$ cat config.mk
export PLATFORM = sky130hd
export DESIGN_NAME = transition_trace_collector_flat
export DESIGN_NICKNAME = d
export VERILOG_FILES = /design/src/rtl/transition_trace_collector_if.sv /design/src/rtl/transition_trace_collector.sv /design/src/flat_wrapper.sv
export SDC_FILE = /design/constraint.sdc
export NUM_CORES = 1
export LEC_CHECK = 0
export CAP_MARGIN = 40
export CORE_ASPECT_RATIO = 2
export CORE_UTILIZATION = 25
export CTS_CLUSTER_DIAMETER = 30
export DETAILED_ROUTE_END_ITERATION = 7
export RECOVER_POWER = 100
export SLEW_MARGIN = 15
export SYNTH_ARGS = -nofsm -noshare
export SYNTH_HDL_FRONTEND = slang
export SYNTH_SLANG_ARGS = --single-unit
$ cat constraint.sdc
create_clock -name clk -period 2.1 [get_ports clk]
set_input_delay 0.21 -clock clk [delete_from_list [all_inputs] [get_ports clk]]
set_output_delay 0.21 -clock clk [all_outputs]
set_load 0.01 [all_outputs]
$ cat src/rtl/transition_trace_collector_if.sv
// Record stream from the transition trace collector to its consumer.
// Latency: none (signal bundle only).
// Backpressure: valid/ready; the master holds all rec_* stable while rec_valid && !rec_ready.
//
// Ports (master = collector side):
//   rec_valid   out  record available
//   rec_ready   in   consumer accepts the record
//   rec_sim     out  transition index of the record
//   rec_from    out  latched previous vector
//   rec_to      out  latched applied vector
//   rec_toggles out  saturating toggle count in the window
//   rec_final   out  synchronized y at the last window cycle
interface transition_trace_collector_if #(
    parameter int IN_W  = 4,
    parameter int CNT_W = 8,
    parameter int SIM_W = 16
);
    logic             rec_valid;
    logic             rec_ready;
    logic [SIM_W-1:0] rec_sim;
    logic [IN_W-1:0]  rec_from;
    logic [IN_W-1:0]  rec_to;
    logic [CNT_W-1:0] rec_toggles;
    logic             rec_final;

    modport master (
        output rec_valid, rec_sim, rec_from, rec_to, rec_toggles, rec_final,
        input  rec_ready
    );

    modport slave (
        input  rec_valid, rec_sim, rec_from, rec_to, rec_toggles, rec_final,
        output rec_ready
    );
endinterface

$ cat src/rtl/transition_trace_collector.sv
// Counts gate-output toggles in a fixed window after each stimulus marker and emits one record per transition.
// Latency: rec_valid is visible WINDOW+1 cycles after the mark cycle.
// Backpressure: record held until rec_ready; marks arriving while busy are dropped and set sticky overrun.
//
// Ports:
//   clk, rst            sampling clock; asynchronous active-high reset
//   mark                one-cycle pulse, vec_from/vec_to valid with it
//   vec_from, vec_to    previous and applied stimulus vectors {a,b,r1,r2}
//   y                   gate output, asynchronous to clk
//   busy                registered (state != IDLE)
//   rec                 record stream (master modport)
//   overrun             sticky, a mark was dropped; cleared only by rst
//   total_toggles       saturating sum of accepted rec_toggles
// Build option: define CORR_TOTAL_EN to build the total_toggles accumulator;
// otherwise total_toggles is tied to 0.
module transition_trace_collector #(
    parameter int IN_W   = 4,
    parameter int WINDOW = 8,
    parameter int CNT_W  = 8,
    parameter int SIM_W  = 16
) (
    input  logic                          clk,
    input  logic                          rst,
    input  logic                          mark,
    input  logic [IN_W-1:0]               vec_from,
    input  logic [IN_W-1:0]               vec_to,
    input  logic                          y,
    output logic                          busy,
    transition_trace_collector_if.master  rec,
    output logic                          overrun,
    output logic [31:0]                   total_toggles
);
    localparam int WIN_W = $clog2(WINDOW + 1);
    localparam logic [CNT_W-1:0] CNT_MAX = '1;

    typedef enum logic [1:0] {
        IDLE    = 2'd0,
        CAPTURE = 2'd1,
        REPORT  = 2'd2
    } state_t;

    state_t           state;
    state_t           state_nxt;

    logic             y_m;
    logic             y_s;
    logic             y_p;
    logic             toggle;
    logic             hs;

    logic [CNT_W-1:0] cnt;
    logic [CNT_W-1:0] cnt_nxt;
    logic [WIN_W-1:0] win;
    logic             last_cycle;
    logic [IN_W-1:0]  lat_from;
    logic [IN_W-1:0]  lat_to;

    assign toggle     = y_s ^ y_p;
    assign hs         = rec.rec_valid && rec.rec_ready;
    assign last_cycle = (win == WIN_W'(1));
    // Counter saturates rather than wrapping so a glitchy gate never reads as quiet.
    assign cnt_nxt    = (toggle && (cnt != CNT_MAX)) ? cnt + 1'b1 : cnt;

    // Next-state logic.
    always_comb begin
        state_nxt = state;
        case (state)
            IDLE:    if (mark)       state_nxt = CAPTURE;
            CAPTURE: if (last_cycle) state_nxt = REPORT;
            REPORT:  if (hs)         state_nxt = IDLE;
            default:                 state_nxt = IDLE;
        endcase
    end

    // State register; busy is registered from the next state so it tracks state exactly.
    always_ff @(posedge clk or posedge rst) begin
        if (rst) begin
            state <= IDLE;
            busy  <= 1'b0;
        end else begin
            state <= state_nxt;
            busy  <= (state_nxt != IDLE);
        end
    end

    // y is asynchronous: two-flop synchronizer, then y_p keeps the previous y_s for edge detection.
    always_ff @(posedge clk or posedge rst) begin
        if (rst) begin
            y_m <= 1'b0;
            y_s <= 1'b0;
            y_p <= 1'b0;
        end else begin
            y_m <= y;
            y_s <= y_m;
            y_p <= y_s;
        end
    end

    // Capture datapath and record stream.
    always_ff @(posedge clk or posedge rst) begin
        if (rst) begin
            overrun         <= 1'b0;
            cnt             <= '0;
            win             <= '0;
            lat_from        <= '0;
            lat_to          <= '0;
            rec.rec_valid   <= 1'b0;
            rec.rec_sim     <= '0;
            rec.rec_from    <= '0;
            rec.rec_to      <= '0;
            rec.rec_toggles <= '0;
            rec.rec_final   <= 1'b0;
        end else begin
            // A mark while not IDLE is dropped, including one coinciding with the report handshake.
            if (mark && (state != IDLE))
                overrun <= 1'b1;

            case (state)
                IDLE: begin
                    if (mark) begin
                        lat_from <= vec_from;
                        lat_to   <= vec_to;
                        cnt      <= '0;
                        win      <= WIN_W'(WINDOW);
                    end
                end
                CAPTURE: begin
                    cnt <= cnt_nxt;
                    win <= win - 1'b1;
                    // Final window cycle: its own toggle is included via cnt_nxt.
                    if (last_cycle) begin
                        rec.rec_from    <= lat_from;
                        rec.rec_to      <= lat_to;
                        rec.rec_toggles <= cnt_nxt;
                        rec.rec_final   <= y_s;
                        rec.rec_valid   <= 1'b1;
                    end
                end
                REPORT: begin
                    if (hs) begin
                        rec.rec_valid <= 1'b0;
                        rec.rec_sim   <= rec.rec_sim + 1'b1;
                    end
                end
                default: ;
            endcase
        end
    end

`ifdef CORR_TOTAL_EN
    logic [32:0] total_sum;

    // One spare bit catches overflow so the total clamps at all-ones.
    assign total_sum = {1'b0, total_toggles} + 33'(rec.rec_toggles);

    always_ff @(posedge clk or posedge rst) begin
        if (rst)
            total_toggles <= '0;
        else if (hs)
            total_toggles <= total_sum[32] ? 32'hFFFF_FFFF : total_sum[31:0];
    end
`else
    assign total_toggles = '0;
`endif

endmodule

$ cat src/flat_wrapper.sv
// flat-port wrapper written by rule: the top's interface ports become plain ports
module transition_trace_collector_flat 
#(
    parameter int IN_W   = 4,
    parameter int WINDOW = 8,
    parameter int CNT_W  = 8,
    parameter int SIM_W  = 16
)
  (clk, rst, mark, vec_from, vec_to, y, busy, overrun, total_toggles, rec_rec_valid, rec_rec_sim, rec_rec_from, rec_rec_to, rec_rec_toggles, rec_rec_final, rec_rec_ready);
  transition_trace_collector_if #(.IN_W(IN_W), .CNT_W(CNT_W), .SIM_W(SIM_W)) rec_i ();
  input  logic clk;
  input  logic rst;
  input  logic mark;
  input  logic [IN_W-1:0] vec_from;
  input  logic [IN_W-1:0] vec_to;
  input  logic y;
  output logic busy;
  output logic overrun;
  output logic [31:0] total_toggles;
  output wire logic [$bits(rec_i.rec_valid)-1:0] rec_rec_valid;
  output wire logic [$bits(rec_i.rec_sim)-1:0] rec_rec_sim;
  output wire logic [$bits(rec_i.rec_from)-1:0] rec_rec_from;
  output wire logic [$bits(rec_i.rec_to)-1:0] rec_rec_to;
  output wire logic [$bits(rec_i.rec_toggles)-1:0] rec_rec_toggles;
  output wire logic [$bits(rec_i.rec_final)-1:0] rec_rec_final;
  input wire logic [$bits(rec_i.rec_ready)-1:0] rec_rec_ready;
  assign rec_rec_valid = rec_i.rec_valid;
  assign rec_rec_sim = rec_i.rec_sim;
  assign rec_rec_from = rec_i.rec_from;
  assign rec_rec_to = rec_i.rec_to;
  assign rec_rec_toggles = rec_i.rec_toggles;
  assign rec_rec_final = rec_i.rec_final;
  assign rec_i.rec_ready = rec_rec_ready;
  transition_trace_collector #(.IN_W(IN_W), .WINDOW(WINDOW), .CNT_W(CNT_W), .SIM_W(SIM_W)) u_core (.clk(clk), .rst(rst), .mark(mark), .vec_from(vec_from), .vec_to(vec_to), .y(y), .busy(busy), .rec(rec_i), .overrun(overrun), .total_toggles(total_toggles));
endmodule
# Word-level counts from Yosys, hierarchy flattened
# Index checks and enable logic that the tools add are counted.
# totals
elab_cells	52
register_bits	61
in_bits	13
out_inout_bits	68
# classes
add_sub_neg	3
muxes	12
eq_ne	7
reduce_logical	13
n_bitwise	1
# op_table
cell	count
$add 16x1->16 const B	1
$mux 8	2
$pmux 8 s2	1
$add 8x1->8 const B	1
$ne 8x8->1 const B	1
$pmux 4 s2	1
$reduce_and 2->1	4
$reduce_bool 2->1	4
$mux 2	3
$pmux 2 s3	1
$eq 4x1->1 const B	1
$mux 4	1
$ne 2x1->1 const B	2
$sub 4x1->4 const B	1
$logic_and 1x1->1	3
$reduce_and 3->1	1
$eq 2x1->1 const B	1
$eq 2x2->1 const B	1
$logic_not 2->1	1
$mux 1	2
$ne 2x2->1 const B	1
$pmux 1 s2	1
$xor 1x1->1	1

# Longest topological paths before layout
# depth
word_depth	4
mapped_depth	7

# Worst setup path after synthesis
# No wires, ideal clock.
# synth_path
path_kind	register to register
from	register u_core.state[0]
to	register u_core.rec.rec_sim[13]
setup_slack_ps	479
period_less_slack_ps	1621
setup_time_ps	125
stages_incl_launch_ff	7
path_buffers	0
t_arrival_ps	1496
cell_sequence	dfrtp_1 > inv_1 > ha_1 > nand4_1 > nor3_1 > nand4_1 > xnor2_1
# synth_between
elab_chain_cells	2
# synth_rtl
item	line_no	text
from (decl)	transition_trace_collector.sv:42	state_t state;
from (signal assigned)	transition_trace_collector.sv:81	state <= state_nxt;
$eq 2x2->1	transition_trace_collector.sv:118	case (state)
$reduce_and 2->1 (no line)	-	
to (signal assigned)	transition_trace_collector.sv:142	rec.rec_sim <= rec.rec_sim + 1'b1;
to (decl)	transition_trace_collector_if.sv:27	output rec_valid, rec_sim, rec_from, rec_to, rec_toggles, rec_final,
# Every way passes these cells.
# A chain may end at the register's enable or synchronous reset.

# Worst setup path in the final report
# layout_path
from	register u_core.state[1]
to	register u_core.cnt[6]
# layout_between
elab_chain_cells	3
word_cells_on_any_way	6
classes_between	2 x eq/ne; 1 x mux; 3 x reduce/logical
# layout_rtl
item	line_no	text
$eq 2x1->1 / $logic_not 2->1 (equally long branches)	transition_trace_collector.sv:118	
$reduce_bool 2->1 (no line) / $ne 2x2->1 (equally long branches)	-	
$reduce_and 2->1 (no line)	-	
to (signal assigned)	transition_trace_collector.sv:128	cnt <= cnt_nxt;
to (decl)	transition_trace_collector.sv:51	logic [CNT_W-1:0] cnt;
# Several ways; a longest one is shown, not always the timed one.

==> impl_metrics.tcl <==
set metrics [dict create \
    status "finished with violations" \
    violations "capacitance limit, slew limit" \
    postCtsSetupRepairBufs 0 \
    hold_class "reg2reg" \
    placedInstanceArea_sq_mm 0.00368 \
    tns_ns 0 \
    wl_per_cell_um 13.8 \
    dieArea_sq_mm 0.0129 \
    pre_cts_ws_ns 0.201 \
    antenna_found_initial 0 \
    cts-buffers-inserted 9 \
    timing.final.max_slew_violations 62 \
    synth_edf_count 0 \
    gp_congestion 0.879 \
    yosys_warnings 0 \
    worstSetupPathType "reg2reg" \
    synth.avg_cell_area_sq_um 10.3 \
    synthFlopType "dfrtp_1" \
    met1_usage_pct 12.9 \
    num_io_pins 81 \
    avgViaCountPerCell 4.65 \
    dp_hpwl_um 5180 \
    synth_seq_area_share_pct 49.2 \
    ys_ff_latch 61 \
    crit_path_end_kind "register" \
    ctsResizeCount 0 \
    synth_cells 300 \
    netlist_top_cells_count "61 x dfrtp_1, 34 x buf_4, 30 x nand2_1" \
    crit_fanout 8 \
    first_pass_iters 4 \
    cts_tree "done" \
    syn2layout_area_growth_pct 27.5 \
    layout.nets 379 \
    met3_usage_pct 2.69 \
    num_rows 57 \
    synth_top_area_share_pct 49.2 \
    n_antenna_cell 0 \
    ys_types 46 \
    power.leakage_nw 1.80 \
    drv_cap 1 \
    worst_pin_slew_ns 1.55 \
    cts_sinks 61 \
    port-buffer-count 48 \
    finalPower_mw 4.85 \
    worst_clock_skew_ns 0.00972 \
    stdcell_area_sq_mm 0.00396 \
    dieHeight_um 160 \
    antenna_left 0 \
    arrival_ns 2.05 \
    grt_pass1_wl_um 11700 \
    clkLatencyLatePin_ns 0.33 \
    period_share_pct 88.6 \
    start_kind "register" \
    grt_use_met2_pct 20.7 \
    path_clk_slew_ns 0.06 \
    initial_core_util_pct 25.6 \
    cts_buffer_depth 2 \
    vdd_ir_drop_max_mv 0.510 \
    grt_pass1_vias 2349 \
    setup_viol 0 \
    yosysMostFrequentCell "dfrtp_1" \
    drcViolationCount 0 \
    die_width_um 80.8 \
    fmax_mhz 537 \
    holdWs_ns 0.354 \
    cts.htree.levels 3 \
    grt_overflow 0 \
    hold_viol_final 0 \
    period_needed_ns 1.86 \
    syn-cell-area_sq_mm 0.00310 \
    async_reset_ff_share_pct 100 \
    drt_iter0_markers 131 \
    clock-root-buffer "clkbuf_16" \
    busiest_layer "met2" \
    yosysTopAreaCell "dfrtp_1" \
    worst_slack_ns 0.239 \
    grt_max_degree 62 \
    drive_gt1_share_pct 11.9 \
    routed_wl_um 7000 \
    p_per_area_mw_per_mm2 1230 \
    rsz0062_at_grt "false" \
    required_ns 2.29 \
    relSlewSlack_pct -3.15 \
    cts_hold_buf 0 \
    vias 2366 \
    synth_area_leaders "dfrtp_1 49%, buf_4 8.2%, mux2_2 6.2%" \
    core_area_sq_mm 0.0121 \
    grt_usage_pct 12.1 \
]
sequential cells by signal, indices dropped and copies added (netlist names):
register	flops
u_core.overrun	1
u_core.state	2
u_core.lat_from	4
u_core.rec.rec_from	4
u_core.rec.rec_to	4
u_core.y_m	1
u_core.rec.rec_final	1
u_core.y_p	1
u_core.y_s	1
u_core.rec.rec_valid	1
u_core.win	4
u_core.lat_to	4
u_core.busy	1
u_core.cnt	8
u_core.rec.rec_sim	16
u_core.rec.rec_toggles	8
cells in the final DEF, fill, tap and decap left out, types with 2 or more instances in the layout:
cell type | synthesis | routed
dfrtp_1 | 61 | 61
dlygate4sd3_1 | 0 | 37
conb_1 | 1 | 32
nand2_1 | 30 | 30
o21ai_0 | 17 | 18
nand3_1 | 16 | 17
mux2_2 | 17 | 17
xnor2_1 | 15 | 15
clkdlybuf4s50_1 | 0 | 11
nand4_1 | 10 | 10
inv_1 | 11 | 10
clkbuf_16 | 0 | 9
nor2_1 | 8 | 8
ha_1 | 8 | 8
a21oi_1 | 7 | 7
and3_1 | 5 | 5
nor3_1 | 5 | 5
buf_4 | 34 | 5
o31ai_1 | 4 | 4
o211ai_1 | 4 | 4
or3_1 | 3 | 3
xor2_1 | 3 | 3
clkbuf_8 | 0 | 3
clkbuf_2 | 3 | 3
clkbuf_1 | 3 | 3
nand2b_1 | 2 | 2
nor2b_1 | 2 | 2
nor4_1 | 2 | 2
and4_1 | 2 | 2
o21a_1 | 2 | 2
a22o_1 | 2 | 2
mux2i_1 | 2 | 2
cell families (layout without fill, tap and decap cells):
logic type	Yosys count	after routing	synth area share [%]
xor gates and xnor gates	18	18	5.08
and+or+nand+nor	91	91	14.9
other	1	32	0.121
adders and majority gates	8	8	3.23
buffers and inverters	54	85	10.9
AOI/OAI and AO/OA	48	48	9.80
DFF	61	61	49.2
muxes	19	19	6.81
per-stage QoR:
step                util [%]  instances
floorplan                  -        331
global placement        30.4        494
detailed placement      30.4        494
CTS                     32.9        509
global route            32.6        509
finish                  32.6        509
final cells by class:
class / instances / area (sq um)
clock buffer: 12 / 267
clock inverter: 3 / 43.8
fill: 1247 / 8170
inverter: 11 / 41.3
multi-input combinational: 216 / 1350
sequential: 61 / 1530
tap: 147 / 184
timing repair buffer: 59 / 544
worst paths after layout:
| path | from | endpoint | slack (ns) | cells after the start |
|---|---|---|---|---|
| min in group asynchronous | rst | u_core.y_m$_DFF_PP0_ | 0.72 | 3 |
| max in group asynchronous | rst | u_core.cnt[2]$_DFFE_PP0P_ | 0.46 | 3 |
| min | u_core.y_m$_DFF_PP0_ | u_core.y_s$_DFF_PP0_ | 0.35 | 0 |
| max reg2reg | u_core.state[1]$_DFF_PP0_ | u_core.cnt[6]$_DFFE_PP0P_ | 0.24 | 6 |
| min reg2reg | u_core.y_m$_DFF_PP0_ | u_core.y_s$_DFF_PP0_ | 0.35 | 0 |
| max | u_core.state[1]$_DFF_PP0_ | u_core.cnt[6]$_DFFE_PP0P_ | 0.24 | 6 |
worst max-delay path, cell delays in order (launching register included):
cell	delay, ns
dfrtp_1	0.39
inv_1	0.10
ha_1	0.26
nand2b_1	0.29
nand3_1	0.24
nor4_1	0.35
a21oi_1	0.09
routing by layer:
metal | part of all wire (%) | wire length, um | up-vias
li1 | - | - | 1103
met1 | 37 | 2610 | 1146
met5 | 0 | 0 | -
met3 | 4.5 | 313 | 19
met4 | 3.4 | 236 | 0
met2 | 55 | 3840 | 98
report_power, final:
group / total (mW) / switching [mW] / internal (mW) / leakage [nW]
sequential: 1.80 / 0.281 / 1.52 / 0.786
combinational: 1.53 / 0.814 / 0.715 / 0.855
clock: 1.52 / 0.515 / 1.01 / 0.155
total: 4.85 / 1.61 / 3.24 / 1.80
(Power assumes the default switching activity.)
